`config.mk`:
```
export PLATFORM = sky130hd
export DESIGN_NAME = serdes_var
export DESIGN_NICKNAME = d
export VERILOG_FILES = /design/src/rtl/serdes_var_pkg.sv /design/src/rtl/serdes_var_counter.sv /design/src/rtl/serdes_var.sv
export SDC_FILE = /design/constraint.sdc
export NUM_CORES = 1
export LEC_CHECK = 0
export ABC_AREA = 1
export BUFFER_PORTS_ARGS = -buffer_cell sky130_fd_sc_hd__buf_2
export CORE_AREA = 5 5 249 251
export DETAILED_ROUTE_END_ITERATION = 8
export DIE_AREA = 0 0 254 256
export PLACE_DENSITY = 0.34
export SKIP_LAST_GASP = 1
export SLEW_MARGIN = 20
export SYNTH_ARGS = -nofsm -noshare
export SYNTH_HDL_FRONTEND = slang
export SYNTH_SLANG_ARGS = --single-unit
```
`constraint.sdc`:
```
create_clock -name clk -period 3.4 [get_ports clk]
set_clock_uncertainty 0.2 [all_clocks]
set_input_delay 0.68 -clock clk [delete_from_list [all_inputs] [get_ports clk]]
set_output_delay 0.68 -clock clk [all_outputs]
set_load 0.01 [all_outputs]
```
`src/rtl/serdes_var_pkg.sv`:
```
// serdes_var shared types: FSM states, mode flags, length-field width.
// Used by serdes_var and serdes_var_counter.
package serdes_var_pkg;

  typedef enum logic [1:0] {
    ST_IDLE  = 2'd0,
    ST_XFER  = 2'd1,
    ST_ALIGN = 2'd2
  } state_e;

  typedef struct packed {
    logic ser;
    logic des;
  } mode_t;

  function automatic int lb_width(input int n);
    return $clog2(n + 1);
  endfunction

endpackage

```
`src/rtl/serdes_var_counter.sv`:
```
// serdes_var runtime-length step counter.
// Restart zeroes the count in the same cycle; is_last flags step k-1.
module serdes_var_counter #(
  parameter int LB = 3
) (
  input  logic          clk,
  input  logic          rst,
  input  logic          restart,
  input  logic          step,
  input  logic [LB-1:0] k,
  output logic          is_last,
  output logic          can_restart
);

  logic [LB-1:0] cnt_q, cnt_d, cnt;

  assign cnt         = restart ? '0 : cnt_q;
  assign is_last     = (cnt == k - LB'(1));
  assign can_restart = (cnt_q == '0);

  always_comb begin
    cnt_d = cnt;
    if (step) cnt_d = is_last ? '0 : cnt + LB'(1);
  end

  always_ff @(posedge clk) begin
    if (rst) cnt_q <= '0;
    else     cnt_q <= cnt_d;
  end

endmodule

```
`src/rtl/serdes_var.sv`:
```
// serdes_var: word stream <-> W*N buffer with runtime length k.
// SERDES_VAR_ALIGN_EN adds an ALIGN phase restoring word order.
module serdes_var
  import serdes_var_pkg::*;
#(
  parameter int W  = 64,
  parameter int N  = 4,
  parameter int LB = lb_width(N)
) (
  input  logic          clk,
  input  logic          rst,
  input  logic          cmd_startDes,
  input  logic          cmd_startSer,
  input  logic [LB-1:0] cmd_numWords,
  output logic          cmd_canReceive,
  input  logic [W*N-1:0] buffer_read,
  output logic [W*N-1:0] buffer_write,
  input  logic [W-1:0]  des,
  input  logic          des_isReady,
  output logic          des_canReceive,
  output logic          des_isLast,
  output logic [W-1:0]  ser,
  output logic          ser_isReady,
  input  logic          ser_canReceive,
  output logic          ser_isLast
);

  localparam int WN = W * N;
  localparam logic [LB-1:0] K_MAX = LB'(N);

  state_e        state_q, state_d;
  mode_t         mode_q, mode_d, mode;
  logic [LB-1:0] k_q, k_d, k, k_cmd;
  logic          accept, go, active, step;
  logic          last, done, can_restart, rotate;
`ifdef SERDES_VAR_ALIGN_EN
  logic [LB-1:0] rot_q, rot_d;
`endif

  assign cmd_canReceive = (state_q == ST_IDLE) & can_restart;
  assign accept = cmd_canReceive & (cmd_startSer | cmd_startDes);
  assign k_cmd  = (cmd_numWords > K_MAX) ? K_MAX : cmd_numWords;
  assign go     = accept & (k_cmd != '0);
  assign k      = go ? k_cmd : k_q;
  assign active = go | (state_q == ST_XFER);

  // The accepted command governs the bus already in its own cycle
  always_comb begin
    mode = mode_q;
    if (go) begin
      mode.ser = cmd_startSer;
      mode.des = cmd_startDes;
    end
  end

  always_comb begin
    step = 1'b0;
    if (active) begin
      if (mode.des & mode.ser) step = des_isReady & ser_canReceive;
      else if (mode.des)       step = des_isReady;
      else                     step = ser_canReceive;
    end
  end

  assign done = step & last;

  serdes_var_counter #(.LB(LB)) u_cnt (
    .clk         (clk),
    .rst         (rst),
    .restart     (go),
    .step        (step),
    .k           (k),
    .is_last     (last),
    .can_restart (can_restart)
  );

  assign des_canReceive = mode.des & active & (mode.ser ? ser_canReceive : 1'b1);
  assign ser_isReady    = mode.ser & active & (mode.des ? des_isReady : ser_canReceive);
  assign des_isLast     = active & last;
  assign ser_isLast     = des_isLast;
  assign ser            = buffer_read[W-1:0];

`ifdef SERDES_VAR_ALIGN_EN
  assign rotate = (state_q == ST_ALIGN);
`else
  assign rotate = 1'b0;
`endif

  // Shift form keeps N=1 legal (no reversed part-selects)
  always_comb begin
    buffer_write = buffer_read;
    if (step & mode.des)
      buffer_write = WN'({des, buffer_read} >> W);
    else if (step | rotate)
      buffer_write = WN'({buffer_read[W-1:0], buffer_read} >> W);
  end

  always_comb begin
    state_d = state_q;
    mode_d  = mode_q;
    k_d     = k_q;
`ifdef SERDES_VAR_ALIGN_EN
    rot_d   = rot_q;
`endif
    if (go) begin
      mode_d  = mode;
      k_d     = k_cmd;
      state_d = ST_XFER;
    end
    if (done) begin
      state_d = ST_IDLE;
`ifdef SERDES_VAR_ALIGN_EN
      if (k < K_MAX) begin
        state_d = ST_ALIGN;
        rot_d   = K_MAX - k;
      end
`endif
    end
`ifdef SERDES_VAR_ALIGN_EN
    if (state_q == ST_ALIGN) begin
      rot_d = rot_q - LB'(1);
      if (rot_q == LB'(1)) state_d = ST_IDLE;
    end
`endif
  end

  always_ff @(posedge clk) begin
    if (rst) begin
      state_q <= ST_IDLE;
      mode_q  <= '0;
      k_q     <= '0;
`ifdef SERDES_VAR_ALIGN_EN
      rot_q   <= '0;
`endif
    end else begin
      state_q <= state_d;
      mode_q  <= mode_d;
      k_q     <= k_d;
`ifdef SERDES_VAR_ALIGN_EN
      rot_q   <= rot_d;
`endif
    end
  end

endmodule

```
* Word-level counts from Yosys, hierarchy flattened
Index checks and enable logic that the tools add are counted.
** Storage, ports and cells
- Register bits :: 9
- Bits in latches :: 0
- Output and inout port bits :: 325
- Word-level logic and storage cells :: 39
- Input bits :: 329
- Memories kept :: 0
- Memory bits (writable) :: 0
- Memory bits (read-only) :: 0
** Operators by class
- Divide/modulo/power cells :: 0
- Add/sub/neg operators :: 2
- Reductions and logical operators :: 4
- Multipliers :: 0
- Shifts and indexed selects :: 0
- Equal/unequal tests :: 1
- Muxes and demuxes :: 12
- Bitwise gates (word level) :: 14
- $lt $le $gt $ge :: 1
** Operators by type and width (count)
- $mux 256 :: 2
- $mux 3 :: 5
- $and 1x1->1 :: 12
- $mux 1 :: 4
- $add 3x1->3 const B :: 1
- $eq 3x3->1 :: 1
- $gt 3x3->1 const B :: 1
- $logic_not 3->1 :: 1
- $reduce_bool 3->1 :: 1
- $sub 3x1->3 const B :: 1
- $logic_not 2->1 :: 1
- $mux 2 :: 1
- $or 1x1->1 :: 2
- $reduce_or 2->1 :: 1

* Depth between registers and ports, before layout
- Depth in word-level cells :: 10
- Mapped depth :: 18
- Depth with buffers taken out :: 18

* Modules after synthesis
Synthesis repeated with hierarchy kept, for this count alone.
** Unflattened totals
- Cells, all modules :: 1218
- Area total of the unflattened synthesis :: 5526.6 µm²
** By module, submodules not included
- serdes_var :: cells an instance 1167, area an instance 5237.5 µm², sequential area each 120.1 µm², instances 1
- serdes_var_counter :: cells an instance 51, area an instance 289.0 µm², sequential area each 60.1 µm², instances 1

* Worst setup path before layout
No wires, ideal clock.
- Path kind :: input to output
- Start point :: in cmd_startSer
- End point :: out ser_isLast
- Path slack :: 0.152 ns
- Data required time :: 2.520 ns
- Arrival time :: 2.368 ns
- Cell stages on the path :: 14
- Buffers on the path :: 1
- Path through :: inv_1 nand2_1 inv_1 nor2_4 nand3_1 o21ai_0 inv_1 ha_1 xor2_1 nand3_1 nand2_1 inv_1 nor3_1 buf_4
** On the way
- Longest elaborated chain between the ends :: 7
- Elaborated cells between the ends (all ways) :: 9
** Ends and longest elaborated chain
- start: declaration :: RTL line serdes_var.sv:13 : input logic cmd_startSer,
- $or 1x1->1 (*) :: RTL line serdes_var.sv:41 : assign accept = cmd_canReceive & (cmd_startSer | cmd_startDes);
- $and 1x1->1 (*) :: RTL line serdes_var.sv:41
- $and 1x1->1 (*) :: RTL line serdes_var.sv:43 : assign go = accept & (k_cmd != '0);
- $mux 3
- $sub 3x1->3 :: RTL line serdes_var_counter.sv:18 : assign is_last = (cnt == k - LB'(1));
- $eq 3x3->1 :: RTL line serdes_var_counter.sv:18
- $and 1x1->1 (*) :: RTL line serdes_var.sv:79 : assign des_isLast = active & last;
- end: declaration :: RTL line serdes_var.sv:25 : output logic ser_isLast
Every way passes the cells marked *; elsewhere a longest branch is shown, timed or not.

* Worst setup path in the final report
- Start point :: in cmd_numWords[0]
- End point :: out buffer_write[156]
** On the way
- Longest elaborated chain between the ends :: 10
- Elaborated cells between the ends (all ways) :: 13
** Ends and longest elaborated chain
- start: declaration :: RTL line serdes_var.sv:14 : input logic [LB-1:0] cmd_numWords,
- $gt 3x3->1 :: RTL line serdes_var.sv:42 : assign k_cmd = (cmd_numWords > K_MAX) ? K_MAX : cmd_numWords;
- $mux 3 (*) :: RTL line serdes_var.sv:42
- $reduce_bool 3->1 (*) :: RTL line serdes_var.sv:43
- $and 1x1->1 (*) :: RTL line serdes_var.sv:43
- $mux 2 :: RTL line serdes_var.sv:50 : if (go) begin
- $mux 1 / $and 1x1->1 (equally long branches) :: RTL line serdes_var.sv:60, serdes_var.sv:59
- $mux 1 :: RTL line serdes_var.sv:59 : if (mode.des & mode.ser) step = des_isReady & ser_canReceive;
- $mux 1 :: RTL line serdes_var.sv:58 : if (active) begin
- $mux 256 / $and 1x1->1 (equally long branches) :: RTL line serdes_var.sv:94, serdes_var.sv:92
- $mux 256 (*) :: RTL line serdes_var.sv:92 : if (step & mode.des)
- end: declaration :: RTL line serdes_var.sv:17 : output logic [W*N-1:0] buffer_write,
Marked as above.

==> results <==
- The max-slew violation count is 0.
- The first-pass GRT wire length is 57,000 um.
- The die boundary height is 256 um.
- The count of maximum capacitance violations is 0.
- Counting flops and latches in the post-synthesis netlist gives 9.
- The number of nets in the finished design is 1,944.
- The HPWL after detailed placement is 35,200 um.
- The first detailed-routing pass took 5 iterations.
- At the pin with the least slew margin, the transition time is 573 ps.
- The endpoint arrival time on the critical path is 2430 ps.
- The utilization after layout is 16.5%.
- The layout has 7,089 filler cells.
- The area growth from synthesis to layout is 97.5%.
- The area taken by flip-flops and latches is 180 um^2.
- The total routed wirelength is 44,200 um.
- Summed over all cells, the static leakage comes to 5.61 nW.
- The final hold violation count came to 0.
- The standard-cell row count is 90.
- The detail route stage leaves a number of antenna-violating nets equal to 0.
- The vias after detailed routing is 9,028.
- The multi-input combinational cells in the finished layout cover a total of 0.00381 mm^2.
- The tree is rooted in a clkbuf_16.
- The global placer's final weighted congestion is 0.902.
- Entering global routing, the biggest net connects 69 pins.
- For this design, the sink count on the clock tree is 9.
- After synthesis, the cell types taking the most area are nand2_1 (31%), nand3_1 (21%), buf_4 (11%).
- STA classifies the critical path startpoint as an input port.
- Using the TritonRoute via totals, the vias-per-cell ratio works out to 3.76.
- Setup repair after global routing could not meet its margin everywhere.
- The remaining global-route overflow is 0.
- The number of buffers inserted by hold repair at cts is 0.
- Walking the worst path, the cells encountered are buf_2, inv_1, nand3_2, buf_4, nand3_1, nand3_2, nand2_4, inv_4, nand2_8, inv_8, buf_16, buf_6, buf_4, o21ai_1, buf_2.
- The number of buffers added on ports is 653.
- The average cell area after synthesis is 4.93 um^2.
- The number of antenna violations at the first check in global routing is 10.
- The core region is 0.0597 mm^2.
- The TritonCTS clock tree is yes.
- Across every metal layer, demand over resource in global routing totals 11.3%.
- The proportion of netlist area held by the largest area contributor is 30.6%.
- The routed wirelength normalized by instance count is 18.4 um.
- The flow ran to the end, and the final reports show no timing, DRC or antenna violations.
- The leading cell type by number of instances after synthesis is nand2_1.
- The worst pin sits at a relative slew slack of 61.8%.
- In this run the power density over the cells is 895 mW/mm^2.
- The post-synthesis net count is 1,344.
- CTS built an H-tree with a depth of 1.
- The die outline area is 0.0650 mm^2.
- The worst path in the final design needs a cycle of 3310 ps, including I/O delays and setup.
- In this run, the number of DRC markers left after iteration 0 of detailed routing was 508.
- Cells with a size suffix above 1 make up 51.3% of the layout.
- Clock tree synthesis inserted a total of 3 buffers.
- Counting both buffers and inverters, the worst setup path holds a total of 9.
- In the synthesized netlist, the cells that appear most often are nand2_1 (408), nand3_1 (205), inv_1 (87), o21ai_0 (84), buf_4 (74).
- The path category of the worst min-delay check is flop to flop.
- The critical path capture point type is an output port.
- For this run, asynchronously set or reset flops after synthesis account for 0%.
- Yosys printed 0 warnings.
- After layout, the worst setup slack is 91.2 ps.
- Measured along the x axis, the die boundary spans 254 um.
- The slowest stage of the critical path is the buf_4 cell.
- The clock passes through at most 2 buffers.
- The initial utilization of the core area, before any placement, comes to 8.37%.
- The count of flip-flops with a built-in enable after synthesis is 0.
- Prior to clock tree synthesis, the placed netlist has a worst setup slack of -150 ps.
- The synthesized cell area is 0.00500 mm^2.
- The via count of the first global-routing pass was 9,070.
- The DRC violations left is 0.
- For this run, the register share of the synthesized area comes to 3.61%.
- The cell count after synthesis came out at 1,013.
- The data required time at the worst endpoint is 2520 ps.
- The clock transition at the register clock pins on the worst setup and hold paths after CTS is 40 ps.
- The worst IR drop on VDD is 0.425 mV.
- Overall power consumption after layout is estimated at 8.83 mW.
- For this run, the slowest stage of the critical path takes 160 ps.
- Static timing analysis puts the maximum clock frequency at 302 MHz.
- The synthesized design spends more area on one cell type than any other, namely nand2_1.
- The worst path uses 97.3% of the clock period.
- The count of endpoints failing setup in the final report is 0.
- The number of distinct standard cells referenced by the synthesized netlist is 25.
- In this run the worst path has a maximum fanout of 28.
- The setup path with the least slack is of type input port to output port.
- The source-to-sink clock delay at the later pin of the worst-skew pair is 230 ps.
- The commonest register cell after synthesis is dfxtp_1.
- The cell family contributing the most delay on the critical path is buffers and inverters.
- The top-level I/O count is 654.
- Including well taps, the total number of placed cells is 2,372.
- The final cell count without fillers is 2,398.
## worst register-to-register path: stages, from the launching register on
cell and delay [ps]:
dfxtp_1 340, nor2_2 190, nand2_2 100, nor2_4 190
nand2_4 80, buf_4 140, nand2_2 60, nand2_2 60
ha_1 180, xor2_1 190, nand3_1 100, nand2_1 70
inv_1 50, buf_4 120, nor2_1 80, nand2_1 70
nand2_1 150, nor2_1 60
## stage by stage
stage | setup TNS, ps | cell area [um^2] | hold WS (ps)
after floorplan | 0 | 5000 | 314
after global placement | -749 | 8920 | 357
after detailed placement | -610 | 8920 | 357
after CTS | -348 | 9040 | 365
after global routing | -1490 | 9870 | 391
final | 0 | 9870 | 362
## per-layer routing
layer	vias up	track usage, %	routed length (um)
met4	6	3.39	1350
met2	496	21.7	22800
met5	-	0	34
met1	4089	12.2	16100
met3	64	2.73	3990
li1	4373	-	-
## power by group
group	internal [mW]	switching, mW
registers	0.144	0.0230
logic	3.41	5.05
clock network	0.157	0.0486
## cells in the final DEF, fill, tap and decap left out
master / n
nand4_1: 1
buf_2: 638
buf_6: 20
nand3_4: 9
o21ai_0: 82
buf_4: 53
inv_1: 83
clkbuf_16: 12
buf_12: 13
o21ai_2: 7
nor2_4: 2
ha_1: 2
nand2_8: 1
nor2_1: 11
xor2_1: 2
inv_8: 1
nand2_2: 6
nor3_2: 1
nand3_2: 46
nand3_1: 150
nor2_2: 2
inv_4: 1
buf_16: 6
nand2_1: 402
nand2_4: 4
nor3b_1: 1
inv_2: 3
dfxtp_1: 9
o21bai_2: 1
clkbuf_1: 1
clkinv_2: 1
diode_2: 4
o21ai_1: 41
## layout make-up
class	count	share of cell area, %
Antenna cell	4	0.101
Clock buffer	4	0.799
Inverter	89	3.50
Multi-Input combinational cell	771	38.6
Sequential cell	9	1.83
Tap cell	782	9.91
Timing Repair Buffer	739	45.3
## cells by family after synthesis
family                   Yosys count  synth area share [%]
AO/OA/AOI/OAI                    131                  13.6
buffers and inverters            233                  28.1
AND/OR/NAND/NOR                  636                  53.8
adder cells (fa/ha/maj)            2                 0.501
XOR/XNOR                           2                 0.351
flip-flops                         9                  3.61
## what timing repair did
action / in CTS / in global routing
setup endpoints to repair: 12 / 191
endpoints found under the hold margin: 0 / 0
setup buffers: 0 / 7
gates resized for setup: 7 / 107
pin swaps: 0 / 45
gates cloned: 0 / 11
## path summary, 6_finish.rpt
kind	start	endpoint	slack, ps	depth (start not counted)
max	cmd_numWords[0]	buffer_write[156]	90	15
min	k_q[2]	k_q[2]	360	4
max reg2reg	u_cnt.cnt_q[1]	u_cnt.cnt_q[0]	850	17
min reg2reg	k_q[2]	k_q[2]	360	4
## registers in the layout, summed over array words and instances (netlist names)
register and flops:
mode_q 2, state_q 1, k_q 3, u_cnt.cnt_q 3
No activity file was read; power rests on OpenSTA's default activity.
